`src/rtl/uart_rx.sv`:
```
// UART receiver: oversampled start detection, 3-point majority voting per bit,
// optional even/odd parity, single stop bit, one-cycle result pulses.
`timescale 1ns/1ps

module uart_rx #(
  parameter int unsigned DATA_WIDTH = 8
) (
  input  logic                  CLK,
  input  logic                  RST,
  input  logic                  RX_IN,
  input  logic [5:0]            PRESCALE,
  input  logic                  PAR_EN,
  input  logic                  PAR_TYP,
  output logic [DATA_WIDTH-1:0] P_DATA,
  output logic                  Data_Valid,
  output logic                  Par_Err,
  output logic                  Stp_Err
);

  localparam int unsigned PS_W  = 6;
  localparam int unsigned BIT_W = (DATA_WIDTH > 1) ? $clog2(DATA_WIDTH) : 1;

  typedef enum logic [2:0] {
    IDLE,
    START,
    DATA,
    PARITY,
    STOP
  } state_t;

  state_t                  state;
  logic [PS_W-1:0]         ps_q;
  logic                    par_en_q;
  logic                    par_typ_q;
  logic [PS_W-1:0]         edge_cnt;
  logic [BIT_W-1:0]        bit_cnt;
  logic [1:0]              samp;
  logic                    bit_val;
  logic                    par_flag;
  logic [DATA_WIDTH-1:0]   shift_reg;

  logic [PS_W-1:0]         ps_sel;
  logic [PS_W-1:0]         half;
  logic [PS_W-1:0]         samp_lo;
  logic [PS_W-1:0]         samp_hi;
  logic [PS_W-1:0]         last_edge;
  logic                    vote;

  // Unsupported oversampling ratios fall back to 8
  assign ps_sel = (PRESCALE == PS_W'(16)) ? PS_W'(16) :
                  (PRESCALE == PS_W'(32)) ? PS_W'(32) : PS_W'(8);

  // Sample points centred on the middle of the bit, and the last edge of a bit
  assign half      = ps_q >> 1;
  assign samp_lo   = half - PS_W'(1);
  assign samp_hi   = half + PS_W'(1);
  assign last_edge = ps_q - PS_W'(1);

  // Majority of the two stored samples and the live third sample
  assign vote = (samp[0] & samp[1]) | (samp[0] & RX_IN) | (samp[1] & RX_IN);

  // Receiver FSM with counters, sampling, shift register and result pulses
  always_ff @(posedge CLK) begin
    if (!RST) begin
      state      <= IDLE;
      ps_q       <= PS_W'(8);
      par_en_q   <= 1'b0;
      par_typ_q  <= 1'b0;
      edge_cnt   <= '0;
      bit_cnt    <= '0;
      samp       <= '0;
      bit_val    <= 1'b0;
      par_flag   <= 1'b0;
      shift_reg  <= '0;
      P_DATA     <= '0;
      Data_Valid <= 1'b0;
      Par_Err    <= 1'b0;
      Stp_Err    <= 1'b0;
    end else begin
      Data_Valid <= 1'b0;
      Par_Err    <= 1'b0;
      Stp_Err    <= 1'b0;

      if (state != IDLE) begin
        if (edge_cnt == samp_lo) samp[0] <= RX_IN;
        if (edge_cnt == half)    samp[1] <= RX_IN;
        if (edge_cnt == samp_hi) bit_val <= vote;
        edge_cnt <= (edge_cnt == last_edge) ? '0 : edge_cnt + PS_W'(1);
      end

      case (state)
        IDLE: begin
          if (!RX_IN) begin
            state     <= START;
            edge_cnt  <= PS_W'(1);
            bit_cnt   <= '0;
            ps_q      <= ps_sel;
            par_en_q  <= PAR_EN;
            par_typ_q <= PAR_TYP;
            par_flag  <= 1'b0;
          end
        end

        START: begin
          if (edge_cnt == last_edge) state <= bit_val ? IDLE : DATA;
        end

        DATA: begin
          if (edge_cnt == samp_hi) shift_reg <= {vote, shift_reg[DATA_WIDTH-1:1]};
          if (edge_cnt == last_edge) begin
            if (bit_cnt == BIT_W'(DATA_WIDTH - 1)) begin
              bit_cnt <= '0;
              state   <= par_en_q ? PARITY : STOP;
            end else begin
              bit_cnt <= bit_cnt + BIT_W'(1);
            end
          end
        end

        PARITY: begin
          // Mismatch when the received bit differs from the expected even/odd parity
          if (edge_cnt == samp_hi) par_flag <= vote ^ (^shift_reg) ^ par_typ_q;
          if (edge_cnt == last_edge) state <= STOP;
        end

        STOP: begin
          if (edge_cnt == last_edge) begin
            state      <= IDLE;
            Data_Valid <= bit_val & ~par_flag;
            Par_Err    <= par_flag;
            Stp_Err    <= ~bit_val;
            if (bit_val && !par_flag) P_DATA <= shift_reg;
          end
        end

        default: state <= IDLE;
      endcase
    end
  end

endmodule

```
`config.mk`:
```
export PLATFORM = sky130hd
export DESIGN_NAME = uart_rx
export DESIGN_NICKNAME = d
export VERILOG_FILES = /design/src/rtl/uart_rx.sv
export SDC_FILE = /design/constraint.sdc
export NUM_CORES = 1
export LEC_CHECK = 0
export ABC_AREA = 1
export BUFFER_PORTS_ARGS = -buffer_cell sky130_fd_sc_hd__buf_4
export CAP_MARGIN = 5
export CORE_ASPECT_RATIO = 1.4
export CORE_MARGIN = 3
export CORE_UTILIZATION = 45
export CTS_CLUSTER_DIAMETER = 50
export CTS_CLUSTER_SIZE = 24
export DETAILED_ROUTE_END_ITERATION = 7
export SYNTH_ARGS = -nofsm -noshare
export SYNTH_HDL_FRONTEND = slang
export SYNTH_SLANG_ARGS = --single-unit
```
`constraint.sdc`:
```
create_clock -name CLK -period 2.55 [get_ports CLK]
set_input_delay 0.51 -clock CLK [delete_from_list [all_inputs] [get_ports CLK]]
set_output_delay 0.51 -clock CLK [all_outputs]
set_load 0.02 [all_outputs]
```
# ---- Word level (Yosys, flattened, before mapping)
# Cells that the tools add are included.
dict set report totals {
  register_bits 43
  latchBits 0
  mem_bits_rw 0
  rom_bits 0
  in_bits 11
  n_memories 0
}
dict set report op_classes {
  addsub 5
  n_mul 0
  div 0
  n_lt_le_gt_ge 0
  eq_ne 18
  n_shift 0
  n_mux 22
  n_bitwise 11
  n_reduce_logical 17
}
# operator n
set op_table {}
lappend op_table {{6-bit two-way mux} 6}
lappend op_table {{3-bit two-way mux} 10}
lappend op_table {{6-bit == test} 3}
lappend op_table {{3-bit case mux with 5 select lines} 1}
lappend op_table {{2-bit inequality test (second input constant)} 7}
lappend op_table {{3-bit AND reduction} 4}
lappend op_table {{2-bit AND reduction} 5}
lappend op_table {{8-bit XOR reduction} 1}
lappend op_table {{5-bit by 1-bit adder with 6-bit output (second input constant)} 1}
lappend op_table {{6-bit by 1-bit adder with 6-bit output (second input constant)} 1}
lappend op_table {{3-bit by 2-bit == test with 1-bit output (second input constant)} 2}
lappend op_table {{3-bit == test (second input constant)} 2}
lappend op_table {{6-bit by 5-bit == test with 1-bit output} 1}
lappend op_table {{6-bit by 5-bit == test with 1-bit output (second input constant)} 1}
lappend op_table {{6-bit == test (second input constant)} 1}
lappend op_table {{3-bit case mux with 2 select lines} 1}
lappend op_table {{6-bit AND reduction} 1}
lappend op_table {{5-bit by 1-bit subtractor with 6-bit output (second input constant)} 1}
lappend op_table {{6-bit by 1-bit subtractor with 6-bit output (second input constant)} 1}
lappend op_table {{1-bit bitwise AND} 4}
lappend op_table {{2-bit nonzero test} 2}
lappend op_table {{3-bit by 1-bit adder with 3-bit output (second input constant)} 1}
lappend op_table {{3-bit by 1-bit == test with 1-bit output (second input constant)} 1}
lappend op_table {{3-bit logical NOT} 1}
lappend op_table {{9 further kinds} 14}

# ---- Logic depth before layout (Yosys ltp)
# Gate-level depths: netlist (run 1).
dict set report depth {
  depth_word 7
  mapped_depth 11
}

# ---- Worst setup path after synthesis (run 1)
# Ideal clock, no wire load.
dict set report synth_path {
  path_kind {register -> register}
  start {register ps_q[3]}
  end {register bit_cnt[1]}
  setup_time_ns 0.113
  t_arrival_ns 1.442
  required_time_ns 2.437
  path_slack_ns 0.995
  path_stages_with_launch 10
  path_buffers 0
  cell_sequence {dfxtp_1 inv_1 ha_1 xnor2_1 nor2_4 nand3_1 nand2_1 nand2_1 nand2_1 nor2_1}
}
dict set report synth_between {
  elab_chain_len 4
}
# item line_no
set synth_lines {}
lappend synth_lines {{from (decl)} 32} ;# logic [PS_W-1:0] ps_q;
lappend synth_lines {{from (signal assigned)} 97} ;# ps_q <= ps_sel;
lappend synth_lines {{6-bit by 1-bit subtractor with 6-bit output} 57} ;# assign last_edge = ps_q - PS_W'(1);
lappend synth_lines {{6-bit == test} 110} ;# if (edge_cnt == last_edge) begin
lappend synth_lines {{2-bit inequality test (no source line)} -}
lappend synth_lines {{3-bit AND reduction (no source line)} -}
lappend synth_lines {{to (signal assigned)} 115} ;# bit_cnt <= bit_cnt + BIT_W'(1);
lappend synth_lines {{to (decl)} 36} ;# logic [BIT_W-1:0] bit_cnt;
# No other way between the ends.
# A chain may end at the register's enable or synchronous reset.

# ---- Worst setup path after layout (run 1)
dict set report layout_path {
  start {register ps_q[3]}
  end {register P_DATA[2]}
}
dict set report layout_between {
  elab_chain_len 3
}
# item line_no
set layout_lines {}
lappend layout_lines {{6-bit by 1-bit subtractor with 6-bit output} 57}
lappend layout_lines {{6-bit == test} 127} ;# if (edge_cnt == last_edge) begin
lappend layout_lines {{3-bit AND reduction (no source line)} -}
lappend layout_lines {{to (signal assigned)} 132} ;# if (bit_val && !par_flag) P_DATA <= shift_reg;
lappend layout_lines {{to (decl)} 14} ;# output logic [DATA_WIDTH-1:0] P_DATA,
# No other way between the ends.

==> metrics.md, run 1 <==
| Metric | Value |
|---|---|
| Post-Syn Instances | `314` |
| DRT iter0 DRCs | `94` |
| Reg area | `801 um^2` |
| Worst Hold Path EP | `par_en_q` |
| Critical Path AT | `1.92 ns` |
| Worst-path clk slew | `0.09 ns` |
| Clk_skew | `0.00900 ns` |
| Synthesis-stage register bit count | `40` |
| Multi-input logic area | `0.00119 mm^2` |
| Die Y | `88.2 um` |
| MaxCap Viol Count | `0` |
| Final GP Congestion | `0.900` |
| CP max stage cell | `dfxtp_1` |
| Yosys warns | `0` |
| Diodes inserted | `0` |
| Setup violators final | `0` |
| Hold path depth | `3` |
| Status | `finished, final reports clean` |
| Post-synth design cell area | `0.00217 mm^2` |
| Class of the worst hold path | `in2reg` |
| Grt ovf | `0` |
| Setup_tns | `0 ns` |
| Cell variety after synth | `30` |
| Leakage | `1.14 nW` |
| PortBufs | `21` |
| Clk buf depth | `2` |
| Hpwl dp | `3690 um` |
| Data required, critical path | `2.72 ns` |
| Tmin final | `1.75 ns` |
| Worst path max stage delay | `0.37 ns` |
| Slew Viols, Final | `0` |
| Reg2Reg Depth | `7` |
| CTS root buf | `clkbuf_8` |
| RSZ-0062 raised after global routing | `no` |
| GRT Overall Usage | `0.190` |
| R2r startpoint | `ps_q[3]` |
| Commonest non-fill, non-tap cell in the layout | `nand2_1` |
| Core area | `0.00461 mm^2` |
| Worst setup SP type | `flop` |
| Hold_buf cts | `0` |
| Num CTS Buffers | `5` |
| Count of final hold-check violations | `0` |
| Syn_area_per_cell | `6.92 um^2` |
| Via count | `1988` |
| Clk_lat worst skew | `0.30 ns` |
| Rel. slew slack | `0.700` |
| Wire length per cell | `12.2 um` |
| Initial antenna violation count | `0` |
| Syn-to-layout area delta | `14.1%` |
| CTS tree | `built` |
| Post-Route WL | `4910 um` |
| Final #Nets | `355` |
| Synth Net Count | `331` |
| Iteration count of the initial detailed-routing pass | `4` |
| Layout fillers | `489` |
| Reg2reg setup slack | `0.80 ns` |
| Most frequent cells in the layout | `nand2_1 (83), dfxtp_1 (40), inv_1 (40), nand3_1 (29), nor2_1 (26)` |
| Die width | `64.7 um` |
| CTS sink cnt | `40` |
| CTS H-tree depth | `2` |
| VDD IR max | `0.421 mV` |
| Slew of the pin with the lowest slew margin | `0.449 ns` |
| CP cell instances | `inv_1 -> ha_1 -> xnor2_1 -> nor2_4 -> nand4_2 -> nand2_1 -> a21oi_1` |
| RR Endpoint | `P_DATA[2]` |
| Post-CTS setup buffers | `0` |
| Largest net degree at the start of global routing | `25` |
| CP Class | `reg2reg` |
| Vias in the first global route | `1944` |
| Residual DRC | `0` |
| Die ar. | `0.00571 mm^2` |
| Share of post-route cells with drive strength above 1 | `0.159` |
| Initial core utilization | `0.471` |
| Row count | `29` |
| Critical Path Fanout Max | `9` |
| Register area share after synthesis | `0.369` |
| Achievable frequency | `570 MHz` |
| Number of gates resized after cts | `0` |
| Final worst path period share | `0.688` |
| Worst path bufs/invs | `1` |
| Post-route ant nets | `0` |
| Vias per cell | `4.96` |
| Min-delay src | `PAR_EN` |
| Crit. End Element | `flop` |
| First-pass GRT wire length | `8430 um` |
| Fin Hold WS | `0.443 ns` |
| Power Density | `744 mW/mm^2` |
| Largest delay share family, worst path | `simple AND/OR/NAND/NOR gates` |
| IO Count | `22` |
[worst min-delay path, cell delays in order]
cell and delay [ns]:
buf_4 0.08, nor2_1 0.03, nor2_1 0.08
[cell families (layout without fill, tap and decap cells)]
kind of cell | count (synthesis) | count (layout) | synth area share
flip-flops | 40 | 40 | 0.369
XOR/XNOR | 7 | 7 | 0.0282
AND/OR/NAND/NOR | 166 | 166 | 0.362
adder cells (fa/ha/maj) | 6 | 6 | 0.0346
AO/OA/AOI/OAI | 48 | 48 | 0.122
buffers and inverters | 47 | 72 | 0.0847
[synth_stat cells (all sizes together)]
cell	count	area [um^2]
xor2	6	52.6
a31oi	2	12.5
buf	1	11.3
nand4	3	25.0
nand2	89	354
clkbuf	3	11.3
or2	2	12.5
nor3	7	35.0
nand3b	1	20.0
inv	43	161
nand3	30	163
o21ai	16	87.6
ha	6	75.1
a211oi	2	15.0
a21oi	27	143
o211ai	1	7.51
nor2	34	176
dfxtp	40	801
xnor2	1	8.76
[final cells by class]
cell class                      instances  area share
Clock buffer                            5      0.0278
Sequential cell                        40       0.323
Multi-Input combinational cell        227       0.479
Inverter                               43      0.0652
Clock inverter                          3     0.00960
Timing Repair Buffer                   21      0.0636
Tap cell                               62      0.0313
[how the worst max path moves through the flow]
stage / from / end / slack (ns) / depth (start not counted)
after floorplan: ps_q[3] / bit_cnt[1] / 1.0 / 9
after global placement: ps_q[3] / P_DATA[6] / 0.86 / 7
after detailed placement: ps_q[3] / P_DATA[2] / 0.80 / 9
after CTS: ps_q[3] / P_DATA[2] / 0.79 / 9
after global routing: ps_q[3] / P_DATA[4] / 0.60 / 9
final: ps_q[3] / P_DATA[2] / 0.80 / 7
[metrics by stage]
stage / util / worst slack, ns / instances / power, mW / cell area (um^2)
2_1_floorplan: - / 0.995 / 314 / 1.28 / 2170
3_3_place_gp: 0.518 / 0.856 / 393 / 1.42 / 2380
4_1_cts: 0.538 / 0.794 / 401 / 1.86 / 2480
5_1_grt: 0.538 / 0.603 / 401 / 1.99 / 2480
3_5_place_dp: 0.518 / 0.795 / 393 / 1.43 / 2380
6_report: 0.538 / 0.796 / 401 / 1.84 / 2480
[power breakdown]
| part | internal, mW | switching [mW] | total, mW |
|---|---|---|---|
| logic | 0.213 | 0.431 | 0.645 |
| registers | 0.699 | 0.0685 | 0.768 |
| clock network | 0.194 | 0.236 | 0.430 |
[routing by layer]
layer / vias up / GRT usage / wire length (um)
li1: 1055 / - / -
met1: 889 / 0.199 / 2060
met2: 33 / 0.358 / 2600
met3: 11 / 0.0385 / 126
met4: 0 / 0.0885 / 128
met5: - / 0 / 0
No activity file was read; power rests on OpenSTA's default activity.
==> inputs of run 2 (changes only) <==
--- a/config.mk
+++ b/config.mk
@@ -14,6 +14,7 @@
 export CTS_CLUSTER_DIAMETER = 50
 export CTS_CLUSTER_SIZE = 24
 export DETAILED_ROUTE_END_ITERATION = 7
+export PLACE_DENSITY = 0.66
 export SYNTH_ARGS = -nofsm -noshare
 export SYNTH_HDL_FRONTEND = slang
 export SYNTH_SLANG_ARGS = --single-unit
==> constraint.sdc (replaced) <==
create_clock -name CLK -period 1.5 [get_ports CLK]
set_input_delay 0.3 -clock CLK [delete_from_list [all_inputs] [get_ports CLK]]
set_output_delay 0.3 -clock CLK [all_outputs]
set_load 0.02 [all_outputs]
==> metrics.md, run 2 (synthesis results as in run 1) <==
| Metric | Value |
|---|---|
| Status | `finished with violations` |
| Failing checks | `setup timing` |
| Most frequent cells in the layout | `nand2_1 (76), buf_4 (44), inv_1 (37), dfxtp_1 (35), nor2_1 (26)` |
| Layout Cells excl Fill | `427 (+6.5%)` |
| Placed Cells | `413 (+5.1%)` |
| Setup_tns | `-0.986 ns (-0.986 ns)` |
| MaxCap Viol Count | `0 (unchanged)` |
| Leakage | `1.30 nW (+15%)` |
| RSZ-0062 raised after global routing | `yes` |
| Die Y | `88.2 um (unchanged)` |
| Largest net degree at the start of global routing | `17 (-32%)` |
| Share of post-route cells with drive strength above 1 | `0.310 (+0.150)` |
| Wire length per cell | `13.1 um (+7.2%)` |
| CTS H-tree depth | `2 (unchanged)` |
| Final #Nets | `381 (+7.3%)` |
| Achievable frequency | `613 MHz (+7.5%)` |
| Final GP Congestion | `0.858 (-4.7%)` |
| Residual DRC | `0 (unchanged)` |
| Syn-to-layout area delta | `35.0%` |
| CTS sink cnt | `40 (unchanged)` |
| Pwr Total | `4.13 mW (+120%)` |
| CP Class | `reg2reg` |
| Critical Path Fanout Max | `4 (-5)` |
| CP cell instances | `inv_2 -> ha_4 -> or2_4 -> nand2_4 -> nand2_4 -> nand2_8 -> nand2_8 -> nor2_4 -> nand3_2 -> a21oi_2` |
| Slew of the pin with the lowest slew margin | `0.565 ns (+0.116 ns)` |
| Class of the worst hold path | `in2reg` |
| Hpwl dp | `3890 um (+5.4%)` |
| Core Util, Final | `0.636 (+0.0988)` |
| Final instance area | `0.00293 mm^2 (+18%)` |
| First-pass GRT wire length | `8710 um (+3.3%)` |
| Final worst path period share | `1.09 (+0.400)` |
| Hold_buf cts | `0 (unchanged)` |
| Largest delay share family, worst path | `simple AND/OR/NAND/NOR gates` |
| Clk_skew | `0.00479 ns (-0.00421 ns)` |
| Grt ovf | `0 (unchanged)` |
| Data required, critical path | `1.73 ns (-0.99 ns)` |
| Worst setup SP type | `flop` |
| Diodes inserted | `0 (unchanged)` |
| Count of final hold-check violations | `0 (unchanged)` |
| Post-Route WL | `5610 um (+14%)` |
| Vias in the first global route | `1976 (+1.6%)` |
| Dpl cell area | `0.00256 mm^2 (+7.3%)` |
| Setup WS post-layout | `-0.131 ns (-0.928 ns)` |
| PortBufs | `21 (unchanged)` |
| Num CTS Buffers | `5 (unchanged)` |
| Vias per cell | `5.03 (+1.5%)` |
| Worst path bufs/invs | `1 (unchanged)` |
| Tmin final | `1.63 ns (-0.122 ns)` |
| Critical Path AT | `1.86 ns (-0.06 ns)` |
| Die ar. | `0.00571 mm^2 (unchanged)` |
| Post-route ant nets | `0 (unchanged)` |
| Slew Viols, Final | `0 (unchanged)` |
| Clk_lat worst skew | `0.29 ns (about the same)` |
| Worst path max stage delay | `0.34 ns (-0.03 ns)` |
| Iteration count of the initial detailed-routing pass | `4 (unchanged)` |
| IO Count | `22 (unchanged)` |
| GRT Overall Usage | `0.198 (+0.00803)` |
| Power Density | `1410 mW/mm^2 (+89%)` |
| Commonest non-fill, non-tap cell in the layout | `nand2_1` |
| Crit. End Element | `flop` |
| Via count | `2149 (+8.1%)` |
| VDD IR max | `0.733 mV (+74%)` |
| Rel. slew slack | `0.623 (-0.0777)` |
| Worst-path clk slew | `0.08 ns (about the same)` |
| Row count | `29 (unchanged)` |
| Clk buf depth | `2 (unchanged)` |
| Core area | `0.00461 mm^2 (unchanged)` |
| DRT iter0 DRCs | `99 (+5.3%)` |
| CTS tree | `built` |
| Initial core utilization | `0.471 (unchanged)` |
| Initial antenna violation count | `0 (unchanged)` |
| Setup violators final | `19 (+19)` |
| CTS root buf | `clkbuf_8` |
| Die width | `64.7 um (unchanged)` |
| CP max stage cell | `dfxtp_2` |
## run 2: changes by cell type in the layout (fill, tap and decap cells not counted), moves of 4 or more
cell,delta
dfxtp_1,-5
nand2_2,+4
a21oi_2,+4
nand3_2,+6
buf_4,+23
nand3_1,-7
nand2_1,-7
a21oi_1,-4
dfxtp_2,+5
## run 2: layer usage
layer,global-route usage,part of all wire,vias up
met4,0.0788,0.019,0
li1,-,-,1107
met1,0.210,0.38,990
met3,0.0334,0.042,8
met2,0.383,0.56,44
met5,0,0,-
## run 2: power by group
part	internal, mW	switching, mW
Clock	0.832	0.398
Sequential	1.20	0.107
Combinational	0.655	0.940
Total	2.68	1.44
## run 2: final cells by class
type | count | area, um^2
flip-flops and latches | 40 | 807
clock buffers | 5 | 68.8
repair buffers | 46 | 370
clock inverters | 3 | 90.1
well taps | 62 | 77.6
multi-input cells | 228 | 1360
fillers | 408 | 1680
inverters | 43 | 161
## run 2: final timing paths
| check | to | slack (ns) | depth (start not counted) | startpoint |
|---|---|---|---|---|
| worst max-delay path | P_DATA[6] | -0.13 | 10 | ps_q[4] |
| worst min-delay path | par_en_q | 0.23 | 3 | PAR_EN |
| worst max register to register | P_DATA[6] | -0.13 | 10 | ps_q[4] |
| worst min register to register | Stp_Err | 0.46 | 1 | bit_val |
## run 2: per-stage QoR
step / hold WS [ns] / setup WS [ns]
5_1_grt: 0.246 / -0.197
6_report: 0.231 / -0.131
3_5_place_dp: 0.445 / -0.0904
3_3_place_gp: 0.442 / -0.0453
4_1_cts: 0.227 / -0.0503
2_1_floorplan: 0.413 / -0.00340
## run 2: worst register-to-register path, cell delays in order, from the launching register on
cell	delay [ns]
dfxtp_2	0.34
inv_2	0.05
ha_4	0.16
or2_4	0.27
nand2_4	0.09
nand2_4	0.06
nand2_8	0.10
nand2_8	0.08
nor2_4	0.20
nand3_2	0.10
a21oi_2	0.13
## run 2: what timing repair did
action                                  4_1_cts  5_1_grt
endpoints found under the setup margin       19       30
pin swaps                                     1       14
resized for setup                             6       34
gates cloned                                  1        0
endpoints found under the hold margin         0        0
buffers inserted                              1        5
